<file path="config.mk">
export PLATFORM = sky130hd
export DESIGN_NAME = instruction_fetch_queue
export DESIGN_NICKNAME = d
export VERILOG_FILES = /design/src/rtl/instruction_fetch_queue_pkg.sv /design/src/rtl/fetch_fifo.sv /design/src/rtl/instruction_fetch_queue.sv
export SDC_FILE = /design/constraint.sdc
export NUM_CORES = 1
export LEC_CHECK = 0
export ABC_AREA = 1
export CAP_MARGIN = 20
export CELL_PAD_IN_SITES_DETAIL_PLACEMENT = 1
export CELL_PAD_IN_SITES_GLOBAL_PLACEMENT = 2
export CORE_MARGIN = 5
export CORE_UTILIZATION = 35
export DETAILED_ROUTE_END_ITERATION = 6
export GPL_TIMING_DRIVEN = 0
export PLACE_DENSITY_LB_ADDON = 0.1
export SKIP_CTS_REPAIR_TIMING = 1
export SLEW_MARGIN = 5
export SYNTH_ARGS = -nofsm -noshare
export SYNTH_HDL_FRONTEND = slang
export SYNTH_SLANG_ARGS = --single-unit
export TNS_END_PERCENT = 5
</file>
<file path="constraint.sdc">
create_clock -name f_clk -period 5.2 [get_ports f_clk]
set_input_delay 1.04 -clock f_clk [delete_from_list [all_inputs] [get_ports f_clk]]
set_output_delay 1.04 -clock f_clk [all_outputs]
set_load 0.005 [all_outputs]
</file>
<file path="src/rtl/instruction_fetch_queue_pkg.sv">
// ============================================================================
// instruction_fetch_queue_pkg: fetch address constants shared by the fetch stage
// Rev 1.0
// ============================================================================
`default_nettype none

package instruction_fetch_queue_pkg;

    localparam logic [31:0] FETCH_RESET_PC = 32'h0000_0000;
    localparam int unsigned PC_INC         = 4;
    localparam int unsigned ALIGN_MASK     = 3;

endpackage

`default_nettype wire

</file>
<file path="src/rtl/fetch_fifo.sv">
// ============================================================================
// fetch_fifo: synchronous FIFO with clear, occupancy count and registered head
// Rev 1.0
// ============================================================================
`default_nettype none

module fetch_fifo #(
    parameter int WIDTH = 32,
    parameter int DEPTH = 4,
    localparam int CW = $clog2(DEPTH + 1),
    localparam int PW = (DEPTH > 1) ? $clog2(DEPTH) : 1
) (
    input  logic             clk,
    input  logic             rst_n,
    input  logic             push,
    input  logic             pop,
    input  logic             clear,
    input  logic [WIDTH-1:0] wdata,
    output logic [CW-1:0]    count,
    output logic [WIDTH-1:0] head
);

    logic [WIDTH-1:0] mem_q [DEPTH];
    logic [WIDTH-1:0] mem_d [DEPTH];
    logic [PW-1:0]    rd_ptr_q, rd_ptr_d;
    logic [PW-1:0]    wr_ptr_q, wr_ptr_d;
    logic [CW-1:0]    count_q, count_d;
    logic             do_push, do_pop;

    function automatic logic [PW-1:0] ptr_inc(input logic [PW-1:0] p);
        return (p == PW'(DEPTH - 1)) ? '0 : p + PW'(1);
    endfunction

    always_comb begin
        do_pop   = pop && (count_q != '0);
        // A full FIFO still accepts a write when the head leaves in the same cycle
        do_push  = push && ((count_q != CW'(DEPTH)) || do_pop);
        mem_d    = mem_q;
        rd_ptr_d = rd_ptr_q;
        wr_ptr_d = wr_ptr_q;
        count_d  = count_q;
        if (clear) begin
            rd_ptr_d = '0;
            wr_ptr_d = '0;
            count_d  = '0;
        end else begin
            if (do_push) begin
                mem_d[wr_ptr_q] = wdata;
                wr_ptr_d        = ptr_inc(wr_ptr_q);
            end
            if (do_pop) begin
                rd_ptr_d = ptr_inc(rd_ptr_q);
            end
            count_d = count_q + CW'(do_push) - CW'(do_pop);
        end
    end

    always_ff @(posedge clk or negedge rst_n) begin
        if (!rst_n) begin
            for (int i = 0; i < DEPTH; i++) begin
                mem_q[i] <= '0;
            end
            rd_ptr_q <= '0;
            wr_ptr_q <= '0;
            count_q  <= '0;
        end else begin
            mem_q    <= mem_d;
            rd_ptr_q <= rd_ptr_d;
            wr_ptr_q <= wr_ptr_d;
            count_q  <= count_d;
        end
    end

    assign count = count_q;
    assign head  = mem_q[rd_ptr_q];

endmodule

`default_nettype wire

</file>
<file path="src/rtl/instruction_fetch_queue.sv">
// ============================================================================
// instruction_fetch_queue: pipelined instruction fetch with credit-limited
// prefetch queue, redirect/flush handling and stale-response discard
// Rev 1.0
// ============================================================================
`default_nettype none

module instruction_fetch_queue
    import instruction_fetch_queue_pkg::*;
#(
    parameter int IWIDTH          = 32,
    parameter int AWIDTH_INSTR    = 32,
    parameter int PC_WIDTH        = 32,
    parameter int DEPTH           = 4,
    parameter int MAX_OUTSTANDING = 2,
    parameter logic [PC_WIDTH-1:0] RESET_PC = PC_WIDTH'(FETCH_RESET_PC)
) (
    input  logic                    f_clk,
    input  logic                    f_rst,
    input  logic                    f_i_ce,
    output logic                    f_o_syn,
    output logic [AWIDTH_INSTR-1:0] f_o_addr_instr,
    input  logic                    f_i_gnt,
    input  logic                    f_i_ack,
    input  logic [IWIDTH-1:0]       f_i_instr,
    input  logic                    f_change_pc,
    input  logic [PC_WIDTH-1:0]     f_alu_pc_value,
    input  logic                    f_i_flush,
    input  logic                    f_i_stall,
    output logic                    f_o_ce,
    output logic [IWIDTH-1:0]       f_o_instr,
    output logic [PC_WIDTH-1:0]     f_pc,
    output logic                    f_o_flush
);

    localparam int CW  = $clog2(DEPTH + 1);
    localparam int CW1 = CW + 1;
    localparam int TW  = $clog2(MAX_OUTSTANDING + 1);

    logic [PC_WIDTH-1:0] fpc_q, fpc_d;
    logic [CW-1:0]       discard_q, discard_d;
    logic                syn_q, syn_d;
    logic                halt_q, halt_d;
    logic                flush_q, flush_d;

    logic                grant, pop, redirect, ack_keep;
    logic [CW-1:0]       outstanding, out_next, occ_next;
    logic [TW-1:0]       tag_count;
    logic [PC_WIDTH-1:0] tag_head;
    logic [CW-1:0]       data_count;
    logic [IWIDTH+PC_WIDTH-1:0] data_head;

    always_comb begin
        grant       = syn_q && f_i_gnt;
        pop         = f_o_ce && !f_i_stall;
        redirect    = f_change_pc || f_i_flush;
        ack_keep    = f_i_ack && (discard_q == '0) && !redirect;
        outstanding = CW'(tag_count);
        out_next    = outstanding + CW'(grant) - CW'(f_i_ack);
        occ_next    = redirect ? '0 : data_count + CW'(ack_keep) - CW'(pop);

        halt_d = halt_q;
        if (f_change_pc) begin
            halt_d = 1'b0;
        end else if (f_i_flush) begin
            halt_d = 1'b1;
        end

        // Every request still in flight at a redirect returns stale data
        discard_d = discard_q;
        if (redirect) begin
            discard_d = out_next;
        end else if (f_i_ack && (discard_q != '0)) begin
            discard_d = discard_q - CW'(1);
        end

        fpc_d = fpc_q;
        if (f_change_pc) begin
            fpc_d = f_alu_pc_value & ~PC_WIDTH'(ALIGN_MASK);
        end else if (grant) begin
            fpc_d = fpc_q + PC_WIDTH'(PC_INC);
        end

        // Credits count both in-flight reads and queued words so every ack has a slot
        syn_d = (syn_q && !f_i_gnt && !redirect) ||
                (f_i_ce && !halt_d &&
                 (out_next < CW'(MAX_OUTSTANDING)) &&
                 ((CW1'(out_next) + CW1'(occ_next)) < CW1'(DEPTH)));

        flush_d = redirect;
    end

    always_ff @(posedge f_clk or negedge f_rst) begin
        if (!f_rst) begin
            fpc_q     <= RESET_PC;
            discard_q <= '0;
            syn_q     <= 1'b0;
            halt_q    <= 1'b0;
            flush_q   <= 1'b0;
        end else begin
            fpc_q     <= fpc_d;
            discard_q <= discard_d;
            syn_q     <= syn_d;
            halt_q    <= halt_d;
            flush_q   <= flush_d;
        end
    end

    fetch_fifo #(
        .WIDTH (PC_WIDTH),
        .DEPTH (MAX_OUTSTANDING)
    ) u_tag_fifo (
        .clk   (f_clk),
        .rst_n (f_rst),
        .push  (grant),
        .pop   (f_i_ack),
        .clear (1'b0),
        .wdata (fpc_q),
        .count (tag_count),
        .head  (tag_head)
    );

    fetch_fifo #(
        .WIDTH (IWIDTH + PC_WIDTH),
        .DEPTH (DEPTH)
    ) u_data_fifo (
        .clk   (f_clk),
        .rst_n (f_rst),
        .push  (ack_keep),
        .pop   (pop),
        .clear (redirect),
        .wdata ({f_i_instr, tag_head}),
        .count (data_count),
        .head  (data_head)
    );

    assign f_o_syn          = syn_q;
    assign f_o_addr_instr   = AWIDTH_INSTR'(fpc_q);
    assign f_o_ce           = (data_count != '0);
    assign {f_o_instr, f_pc} = data_head;
    assign f_o_flush        = flush_q;

endmodule

`default_nettype wire

</file>
==> impl_metrics.json, run 1 <==
{
  "status": "complete, no violations",
  "stdcell_area_um2": 21300,
  "grt_pass1_wl_um": 97500,
  "ys.warnings.count": 0,
  "syn_area_um2": 17200,
  "internal-power_w": 0.00615,
  "crit_top_cell": "clkbuf_1",
  "crit_end": "f_pc[17]",
  "slowest_delay_ns": 0.62,
  "gp_congestion": 0.836,
  "cellLeakagePower_nw": 10.8,
  "fin_skew_ns": 0.0191,
  "clock-sinks": 355,
  "final_nets": 2496,
  "end_kind": "output port",
  "startpoint": "u_data_fifo.rd_ptr_q[0]",
  "ir_drop_mv": 0.218,
  "reg2reg_depth": 13,
  "r2r-end": "f_o_syn",
  "cts_tree": "built",
  "cts_buffer_depth": 3,
  "p_clk_share_pct": 35.9,
  "dp_cells": 3021,
  "fin_tns_setup_ns": 0,
  "place_area_um2": 19800,
  "die-area_um2": 53700,
  "num_io_pins": 171,
  "crit_fanout": 10,
  "worstSetupPathType": "register to output port",
  "via_count": 15700,
  "synth_edf_count": 0,
  "portBuffers": 163,
  "crit_required_ns": 4.16,
  "grt_pass1_vias": 17100,
  "synth.most_common_cell": "nand2_1",
  "grt_usage_pct": 23.0,
  "gr-total-overflow": 0,
  "power_frac_comb_pct": 24.4,
  "power_switching_share_pct": 31.3,
  "grt_max_degree": 112,
  "numCtsBuffers": 45,
  "crit_family": "buffers and inverters",
  "avgRoutedWirePerCell_um": 19.9,
  "dp_hpwl_um": 42700,
  "ff2ff_setup_slack_ns": 2.46,
  "synth_ff_type": "dfrtp_1",
  "avgSynthCellArea_um2": 7.86,
  "start_util_pct": 35.3,
  "viasPerCell": 5.07,
  "period_share_pct": 84.8,
  "fp.dieH_um": 232,
  "worst_pin_slew_ns": 0.756,
  "hold_viol": 0,
  "wl_met3_um": 2110,
  "fill_cells": 5903,
  "antenna_found_initial": 0,
  "path_cells": "buf_2 -> clkbuf_1 -> clkbuf_1 -> nor2_1 -> o22ai_1 -> clkdlybuf4s50_1",
  "rsz0062_at_grt": "false",
  "synth_top_area_cell": "dfrtp_1",
  "min_period_ns": 4.41,
  "slew_violations": 0,
  "drtAntennaViolNets": 0,
  "die_w_um": 232,
  "worst_hold_path_type": "primary input to async pin",
  "wl_met1_um": 27400,
  "routed_wl_um": 61900,
  "seq_power_share_pct": 39.6,
  "p_switching_w": 0.00280,
  "dr_wl_met2_um": 30700,
  "synth_common_cells": "773 x nand2_1, 364 x o21ai_0, 355 x dfrtp_1",
  "syn_inst": 2188,
  "finalSetupViolations": 0,
  "h-tree-depth": 2,
  "core-area_um2": 48700,
  "clk_pin_slew_ns": 0.06,
  "fmax_mhz": 227,
  "power_density_nw_per_um2": 421,
  "slew-limit-headroom_pct": 49.6,
  "synthArstFlopShare_pct": 100,
  "synth_top_cell_area_share_pct": 51.6,
  "yosys-top-cells-area": "dfrtp_1 52%, nand2_1 17%, o21ai_0 11%",
  "synth-seq-cells": 355,
  "finalNonFillerCells": 3102,
  "drive_gt1_share_pct": 5.58,
  "drc_errors": 0,
  "rr_startpoint": "u_data_fifo.count[1]",
  "path_buf_inv": 4,
  "clk_latency_ns": 0.57,
  "path_depth": 6,
  "start_kind": "register",
  "drtPass1Iterations": 6,
  "antenna-diode-count": 0,
  "arrival_ns": 3.37,
  "cts_root_buf": "clkbuf_16",
  "num_rows": 81,
  "yosysSeqAreaShare_pct": 51.6,
  "slowest_stage": "clkbuf_1",
  "cap_viol_max_count": 0,
  "drt_iter0_markers": 744,
  "synthDistinctLibCells": 37,
  "synthToLayoutAreaGrowth_pct": 23.7,
  "top_layer": "met4"
}
-- power by group through the flow --
stage | registers, W | clock network, W | logic (W)
2_1_floorplan | 0.00351 | 0 | 0.00111
3_3_place_gp | 0.00359 | 0 | 0.00217
3_5_place_dp | 0.00360 | 0 | 0.00223
4_1_cts | 0.00355 | 0.00329 | 0.00224
5_1_grt | 0.00362 | 0.00340 | 0.00247
6_report | 0.00355 | 0.00322 | 0.00219
-- metrics by stage --
stage / hold slack (ns) / power [W] / setup slack [ns] / utilization (%)
after floorplan: 0.441 / 0.00462 / 2.37 / -
after global routing: 0.440 / 0.00948 / 0.635 / 43.7
after detailed placement: 0.461 / 0.00582 / 1.32 / 40.5
after global placement: 0.454 / 0.00575 / -13.54 / 40.4
after CTS: 0.414 / 0.00908 / 0.704 / 43.7
final: 0.411 / 0.00895 / 0.792 / 43.7
-- cell type report --
class	count	area (um2)	area share, %
inverter	89	335	1.58
sequential	355	8880	41.7
tap	664	831	3.90
clock buffer	74	1430	6.71
buffer	148	741	3.48
clock inverter	7	92.6	0.435
timing repair buffer	166	1720	8.08
multi-input combinational	1599	7260	34.1
-- how the worst min path moves through the flow --
stage,start,endpoint,slack [ns],cells past startpoint
final,f_rst,u_data_fifo.mem_q[56],0.41,1
after global routing,f_rst,u_data_fifo.mem_q[56],0.44,1
after CTS,f_rst,u_data_fifo.mem_q[57],0.41,1
after detailed placement,u_data_fifo.mem_q[188],u_data_fifo.mem_q[188],0.46,2
after global placement,u_data_fifo.mem_q[112],u_data_fifo.mem_q[112],0.45,2
after floorplan,u_data_fifo.mem_q[100],u_data_fifo.mem_q[100],0.44,2
-- cell families after synthesis --
logic type	count (synthesis)	synth area share [%]
AND/OR/NAND/NOR	1009	23.1
AO/OA/AOI/OAI	551	16.7
flip-flops	355	51.6
buffers and inverters	237	6.25
adder cells (fa/ha/maj)	20	1.59
XOR/XNOR	15	0.764
other	1	0.0218
-- metal layers --
metal  up-vias  GRT usage (%)
li1       7548              -
met1      7814           29.8
met2       276           40.4
met3        84           2.96
met4         0           6.87
met5         -              0
-- worst reg2reg max path, cell delays in order, from the launching register on --
cell and delay, ns:
dfrtp_1 0.40, nor2_1 0.18, a21oi_1 0.22, ha_1 0.34, inv_1 0.05, ha_1 0.18
fa_1 0.36, inv_1 0.08, o21ai_0 0.08, a21oi_1 0.16, ha_1 0.25, nor3b_1 0.18
nand3_1 0.10, nand2_1 0.07
-- state kept, by name (all words and copies together) (netlist names) --
name                  flops
f_o_addr_instr           30
u_tag_fifo.count          2
u_data_fifo.count         3
u_tag_fifo.wr_ptr_q       1
u_tag_fifo.mem_q         60
f_o_syn                   1
u_tag_fifo.rd_ptr_q       1
u_data_fifo.rd_ptr_q      2
discard_q                 3
u_data_fifo.mem_q       248
f_o_flush                 1
halt_q                    1
u_data_fifo.wr_ptr_q      2
-- placed cells by master (no fill, tap or decap), types with 7 or more instances in the layout --
master,count
nor2_1,170
clkbuf_1,105
o21ai_1,102
buf_2,19
nand4_1,7
o22ai_1,63
buf_4,17
clkdlybuf4s50_1,162
clkbuf_8,15
nand2_1,773
inv_1,82
nand3_1,40
xor2_1,11
dfrtp_1,355
ha_1,17
o21ai_0,364
buf_6,13
a21oi_1,10
clkbuf_16,47
Note: power is estimated with default switching activity, not from simulation.
==> inputs of run 2 (changes only) <==
--- a/config.mk
+++ b/config.mk
@@ -10,7 +10,7 @@
 export CELL_PAD_IN_SITES_DETAIL_PLACEMENT = 1
 export CELL_PAD_IN_SITES_GLOBAL_PLACEMENT = 2
 export CORE_MARGIN = 5
-export CORE_UTILIZATION = 35
+export CORE_UTILIZATION = 31
 export DETAILED_ROUTE_END_ITERATION = 6
 export GPL_TIMING_DRIVEN = 0
 export PLACE_DENSITY_LB_ADDON = 0.1
==> constraint.sdc (replaced) <==
create_clock -name f_clk -period 3.9 [get_ports f_clk]
set_input_delay 0.78 -clock f_clk [delete_from_list [all_inputs] [get_ports f_clk]]
set_output_delay 0.78 -clock f_clk [all_outputs]
set_load 0.005 [all_outputs]
==> impl_metrics.json, run 2 (synthesis results as in run 1) <==
{
  "antenna_found_initial": 0,
  "finalSetupViolations": 0,
  "fill_cells": 6725,
  "final_common_cell": "nand2_1",
  "min_period_ns": 3.77,
  "crit_fanout": 10,
  "avgRoutedWirePerCell_um": 20.0,
  "grt_pass1_wl_um": 101000,
  "dp_cells": 3105,
  "ir_drop_mv": 0.277,
  "reg2reg_depth": 13,
  "worstSetupPathType": "register to output port",
  "final_nets": 2496,
  "start_util_pct": 31.2,
  "drc_errors": 0,
  "clock-sinks": 355,
  "power_switching_share_pct": 31.8,
  "grt_usage_pct": 21.2,
  "cap_viol_max_count": 0,
  "slew_violations": 0,
  "mostFrequentLayoutCells": "773 x nand2_1, 364 x o21ai_0, 355 x dfrtp_1",
  "cts_buffer_depth": 3,
  "largest_reg_flops": 248,
  "drive_gt1_share_pct": 6.27,
  "clk_latency_ns": 0.58,
  "routed_wl_um": 63900,
  "worst_pin_slew_ns": 0.873,
  "antenna-diode-count": 0,
  "finalNonFillerCells": 3188,
  "h-tree-depth": 2,
  "clk_pin_slew_ns": 0.06,
  "grt_max_degree": 109,
  "fp.dieH_um": 246,
  "drtPass1Iterations": 5,
  "internal-power_w": 0.00816,
  "status": "complete, no violations",
  "worst_hold_path_type": "primary input to async pin",
  "portBuffers": 163,
  "viasPerCell": 4.91,
  "die_w_um": 246,
  "largest_register": "u_data_fifo.mem_q",
  "num_io_pins": 171,
  "cts_root_buf": "clkbuf_16",
  "hold_viol": 0,
  "arrival_ns": 2.99,
  "dp_hpwl_um": 44200,
  "power_density_nw_per_um2": 559,
  "p_clk_share_pct": 35.7,
  "synthToLayoutAreaGrowth_pct": 24.4,
  "crit_required_ns": 3.12,
  "cellLeakagePower_nw": 10.8,
  "post-place-ws_ns": 0.220,
  "num_rows": 86,
  "fmax_mhz": 265,
  "power_frac_comb_pct": 24.8,
  "gp_congestion": 0.834,
  "numCtsBuffers": 45,
  "drtAntennaViolNets": 0,
  "via_count": 15600,
  "slew-limit-headroom_pct": 41.8,
  "fin_skew_ns": 0.0180,
  "cts_tree": "built",
  "drt_iter0_markers": 764,
  "fin_tns_setup_ns": 0,
  "p_switching_w": 0.00380,
  "setup_ws_ns": 0.126,
  "period_share_pct": 96.8,
  "gr-total-overflow": 0,
  "die-area_um2": 60300,
  "seq_power_share_pct": 39.6,
  "end_kind": "output port",
  "core-area_um2": 55100,
  "grt_pass1_vias": 16900,
  "start_kind": "register"
}
==> run 2: stage by stage <==
step / hold WS, ns / utilization, % / cell area [um2] / total power (W)
global placement: 0.455 / 35.9 / 19800 / 0.00773
global route: 0.326 / 38.8 / 21400 / 0.0127
detailed placement: 0.462 / 36.1 / 19900 / 0.00781
floorplan: 0.441 / - / 17200 / 0.00616
CTS: 0.300 / 38.8 / 21400 / 0.0121
finish: 0.268 / 38.8 / 21400 / 0.0120
==> run 2: power groups by stage <==
stage	combinational [W]	clock, W	sequential (W)
after floorplan	0.00148	0	0.00468
after global placement	0.00295	0	0.00479
after detailed placement	0.00302	0	0.00479
after CTS	0.00303	0.00438	0.00473
after global routing	0.00334	0.00453	0.00481
final	0.00296	0.00427	0.00473
==> run 2: final timing paths <==
kind	startpoint	end	slack, ns
worst max-delay path	u_data_fifo.rd_ptr_q[0]	f_o_instr[27]	0.13
worst min-delay path	f_rst	u_data_fifo.mem_q[57]	0.27
worst max register to register	u_data_fifo.count[1]	f_o_syn	1.15
worst min register to register	u_data_fifo.mem_q[183]	u_data_fifo.mem_q[183]	0.47
max in group asynchronous	f_rst	u_data_fifo.mem_q[219]	2.30
min in group f_clk	u_data_fifo.mem_q[183]	u_data_fifo.mem_q[183]	0.47
==> run 2: final cells by class <==
cell class | instances | area (um2) | area share, %
multi-input cells | 1599 | 7260 | 33.9
clock buffers | 74 | 1400 | 6.53
clock inverters | 9 | 98.8 | 0.462
inverters | 89 | 343 | 1.60
well taps | 748 | 936 | 4.37
repair buffers | 166 | 1720 | 8.03
flip-flops and latches | 355 | 8880 | 41.5
plain buffers | 148 | 762 | 3.56
==> run 2: per-layer routing <==
metal | vias to the layer above | GRT usage [%] | part of all wire [%]
li1 | 7542 | - | -
met1 | 7736 | 28.5 | 46
met2 | 269 | 36.1 | 48
met3 | 98 | 3.13 | 3.5
met4 | 0 | 5.12 | 2.4
met5 | - | 0 | 0
==> run 2: worst max-delay path, stage by stage (launching register included) <==
cell	delay [ns]
dfrtp_1	0.34
buf_2	0.31
clkinvlp_4	0.33
clkbuf_4	0.31
clkbuf_2	0.27
nor2_1	0.22
o22ai_1	0.16
clkdlybuf4s50_1	0.48
==> inputs of run 3 (changes only) <==
--- a/config.mk
+++ b/config.mk
@@ -9,7 +9,7 @@
 export CAP_MARGIN = 20
 export CELL_PAD_IN_SITES_DETAIL_PLACEMENT = 1
 export CELL_PAD_IN_SITES_GLOBAL_PLACEMENT = 2
-export CORE_MARGIN = 5
+export CORE_MARGIN = 3
 export CORE_UTILIZATION = 31
 export DETAILED_ROUTE_END_ITERATION = 6
 export GPL_TIMING_DRIVEN = 0
==> impl_metrics.json, run 3 (synthesis results as in run 1) <==
{
  "drive_gt1_share_pct": 6.12,
  "slowest_delay_ns": 0.59,
  "top_layer": "met4",
  "finalPower_w": 0.0116,
  "crit_required_ns": 3.12,
  "via_count": 15600,
  "h-tree-depth": 2,
  "slew_violations": 0,
  "start_kind": "register",
  "worst_pin_slew_ns": 0.824,
  "fp.dieH_um": 242,
  "wl_met3_um": 2390,
  "drc_errors": 0,
  "period_share_pct": 97.8,
  "slew-limit-headroom_pct": 45.0,
  "numCtsBuffers": 44,
  "hold_viol": 0,
  "gr-total-overflow": 0,
  "crit_fanout": 10,
  "antenna_found_initial": 0,
  "die_w_um": 242,
  "clk_latency_ns": 0.58,
  "final_common_cell": "nand2_1",
  "fmax_mhz": 262,
  "worst_hold_path_type": "primary input to async pin",
  "arrival_ns": 3.04,
  "power_switching_share_pct": 32.2,
  "antenna-diode-count": 0,
  "largest_reg_flops": 248,
  "grt_max_degree": 109,
  "cap_viol_max_count": 0,
  "power_density_nw_per_um2": 548,
  "drtPass1Iterations": 4,
  "clock-sinks": 355,
  "mostFrequentLayoutCells": "773 x nand2_1, 364 x o21ai_0, 355 x dfrtp_1",
  "fin_skew_ns": 0.0190,
  "crit_top_cell": "buf_2",
  "p_clk_share_pct": 34.0,
  "place_area_um2": 19900,
  "ir_drop_mv": 0.300,
  "wl_met1_um": 27900,
  "worstSetupPathType": "register to output port",
  "hold-worst-slack_ns": 0.209,
  "finalCoreUtilization_pct": 39.1,
  "power_frac_comb_pct": 25.3,
  "stdcell_area_um2": 21300,
  "num_io_pins": 171,
  "finalSetupViolations": 0,
  "final_nets": 2495,
  "cts_root_buf": "clkbuf_16",
  "routed_wl_um": 63100,
  "drtAntennaViolNets": 0,
  "portBuffers": 163,
  "largest_register": "u_data_fifo.mem_q",
  "seq_power_share_pct": 40.7,
  "end_kind": "output port",
  "slowest_stage": "clkdlybuf4s50_1",
  "avgRoutedWirePerCell_um": 19.9,
  "path_cells": "buf_2 -> buf_2 -> clkbuf_2 -> nor2_1 -> o22ai_1 -> clkdlybuf4s50_1",
  "status": "complete, no violations",
  "cts_buffer_depth": 3,
  "viasPerCell": 4.92,
  "internal-power_w": 0.00789,
  "gp_congestion": 0.822,
  "min_period_ns": 3.82,
  "crit_family": "buffers and inverters",
  "startpoint": "u_data_fifo.rd_ptr_q[0]",
  "grt_usage_pct": 21.7,
  "num_rows": 85,
  "grt_pass1_wl_um": 99300,
  "p_switching_w": 0.00375,
  "cellLeakagePower_nw": 10.8,
  "rsz0062_at_grt": "false",
  "core-area_um2": 54300,
  "cts_tree": "built",
  "dr_wl_met2_um": 30800,
  "die-area_um2": 58400,
  "dp_hpwl_um": 43800,
  "synthToLayoutAreaGrowth_pct": 23.6,
  "grt_pass1_vias": 17000,
  "rr_startpoint": "u_data_fifo.count[1]",
  "start_util_pct": 31.7,
  "path_buf_inv": 4,
  "clk_pin_slew_ns": 0.06,
  "drt_iter0_markers": 612
}
==> run 3: per-stage QoR <==
step | setup TNS, ns | worst slack, ns | std cells
after floorplan | 0 | 1.33 | 2191
after global placement | -5268.89 | -14.88 | 3093
after detailed placement | 0 | 0.148 | 3096
after CTS | -14.47 | -0.467 | 3173
after global routing | 0 | 0.00616 | 3173
final | 0 | 0.0840 | 3173
==> run 3: routing by layer <==
| metal | vias to the layer above | track usage (%) |
|---|---|---|
| met1 | 7663 | 27.6 |
| met2 | 305 | 37.8 |
| li1 | 7544 | - |
| met4 | 0 | 7.42 |
| met5 | - | 0 |
| met3 | 108 | 2.98 |
==> run 3: worst paths after layout <==
check	endpoint	slack [ns]	depth (start not counted)
max in group asynchronous	f_o_addr_instr[8]	2.21	3
max	f_pc[13]	0.08	6
max reg2reg	f_o_syn	1.18	13
min in group f_clk	u_data_fifo.mem_q[99]	0.47	2
min	u_data_fifo.mem_q[58]	0.21	1
min reg2reg	u_data_fifo.mem_q[99]	0.47	2
==> run 3: final cells by class <==
cell class                 instances  area, um2
buffer                           148        767
clock buffer                      68       1310
clock inverter                     9       52.6
tap                              739        925
multi-input combinational       1599       7260
timing repair buffer             166       1720
fill                            6572      33100
inverter                          89        343
sequential                       355       8880
==> run 3: worst reg2reg max path: stages (launching register included) <==
cell,delay [ns]
dfrtp_1,0.41
nor2_1,0.20
a21oi_1,0.16
ha_1,0.31
inv_1,0.06
ha_1,0.19
fa_1,0.35
inv_1,0.07
o21ai_0,0.08
a21oi_1,0.19
ha_1,0.26
nor3b_1,0.19
nand3_1,0.11
nand2_1,0.07
==> run 3: power groups by stage <==
stage	clock network (W)	logic, W	registers (W)
floorplan	0	0.00148	0.00468
global placement	0	0.00294	0.00479
detailed placement	0	0.00301	0.00480
CTS	0.00408	0.00302	0.00474
global route	0.00423	0.00335	0.00483
finish	0.00396	0.00295	0.00474
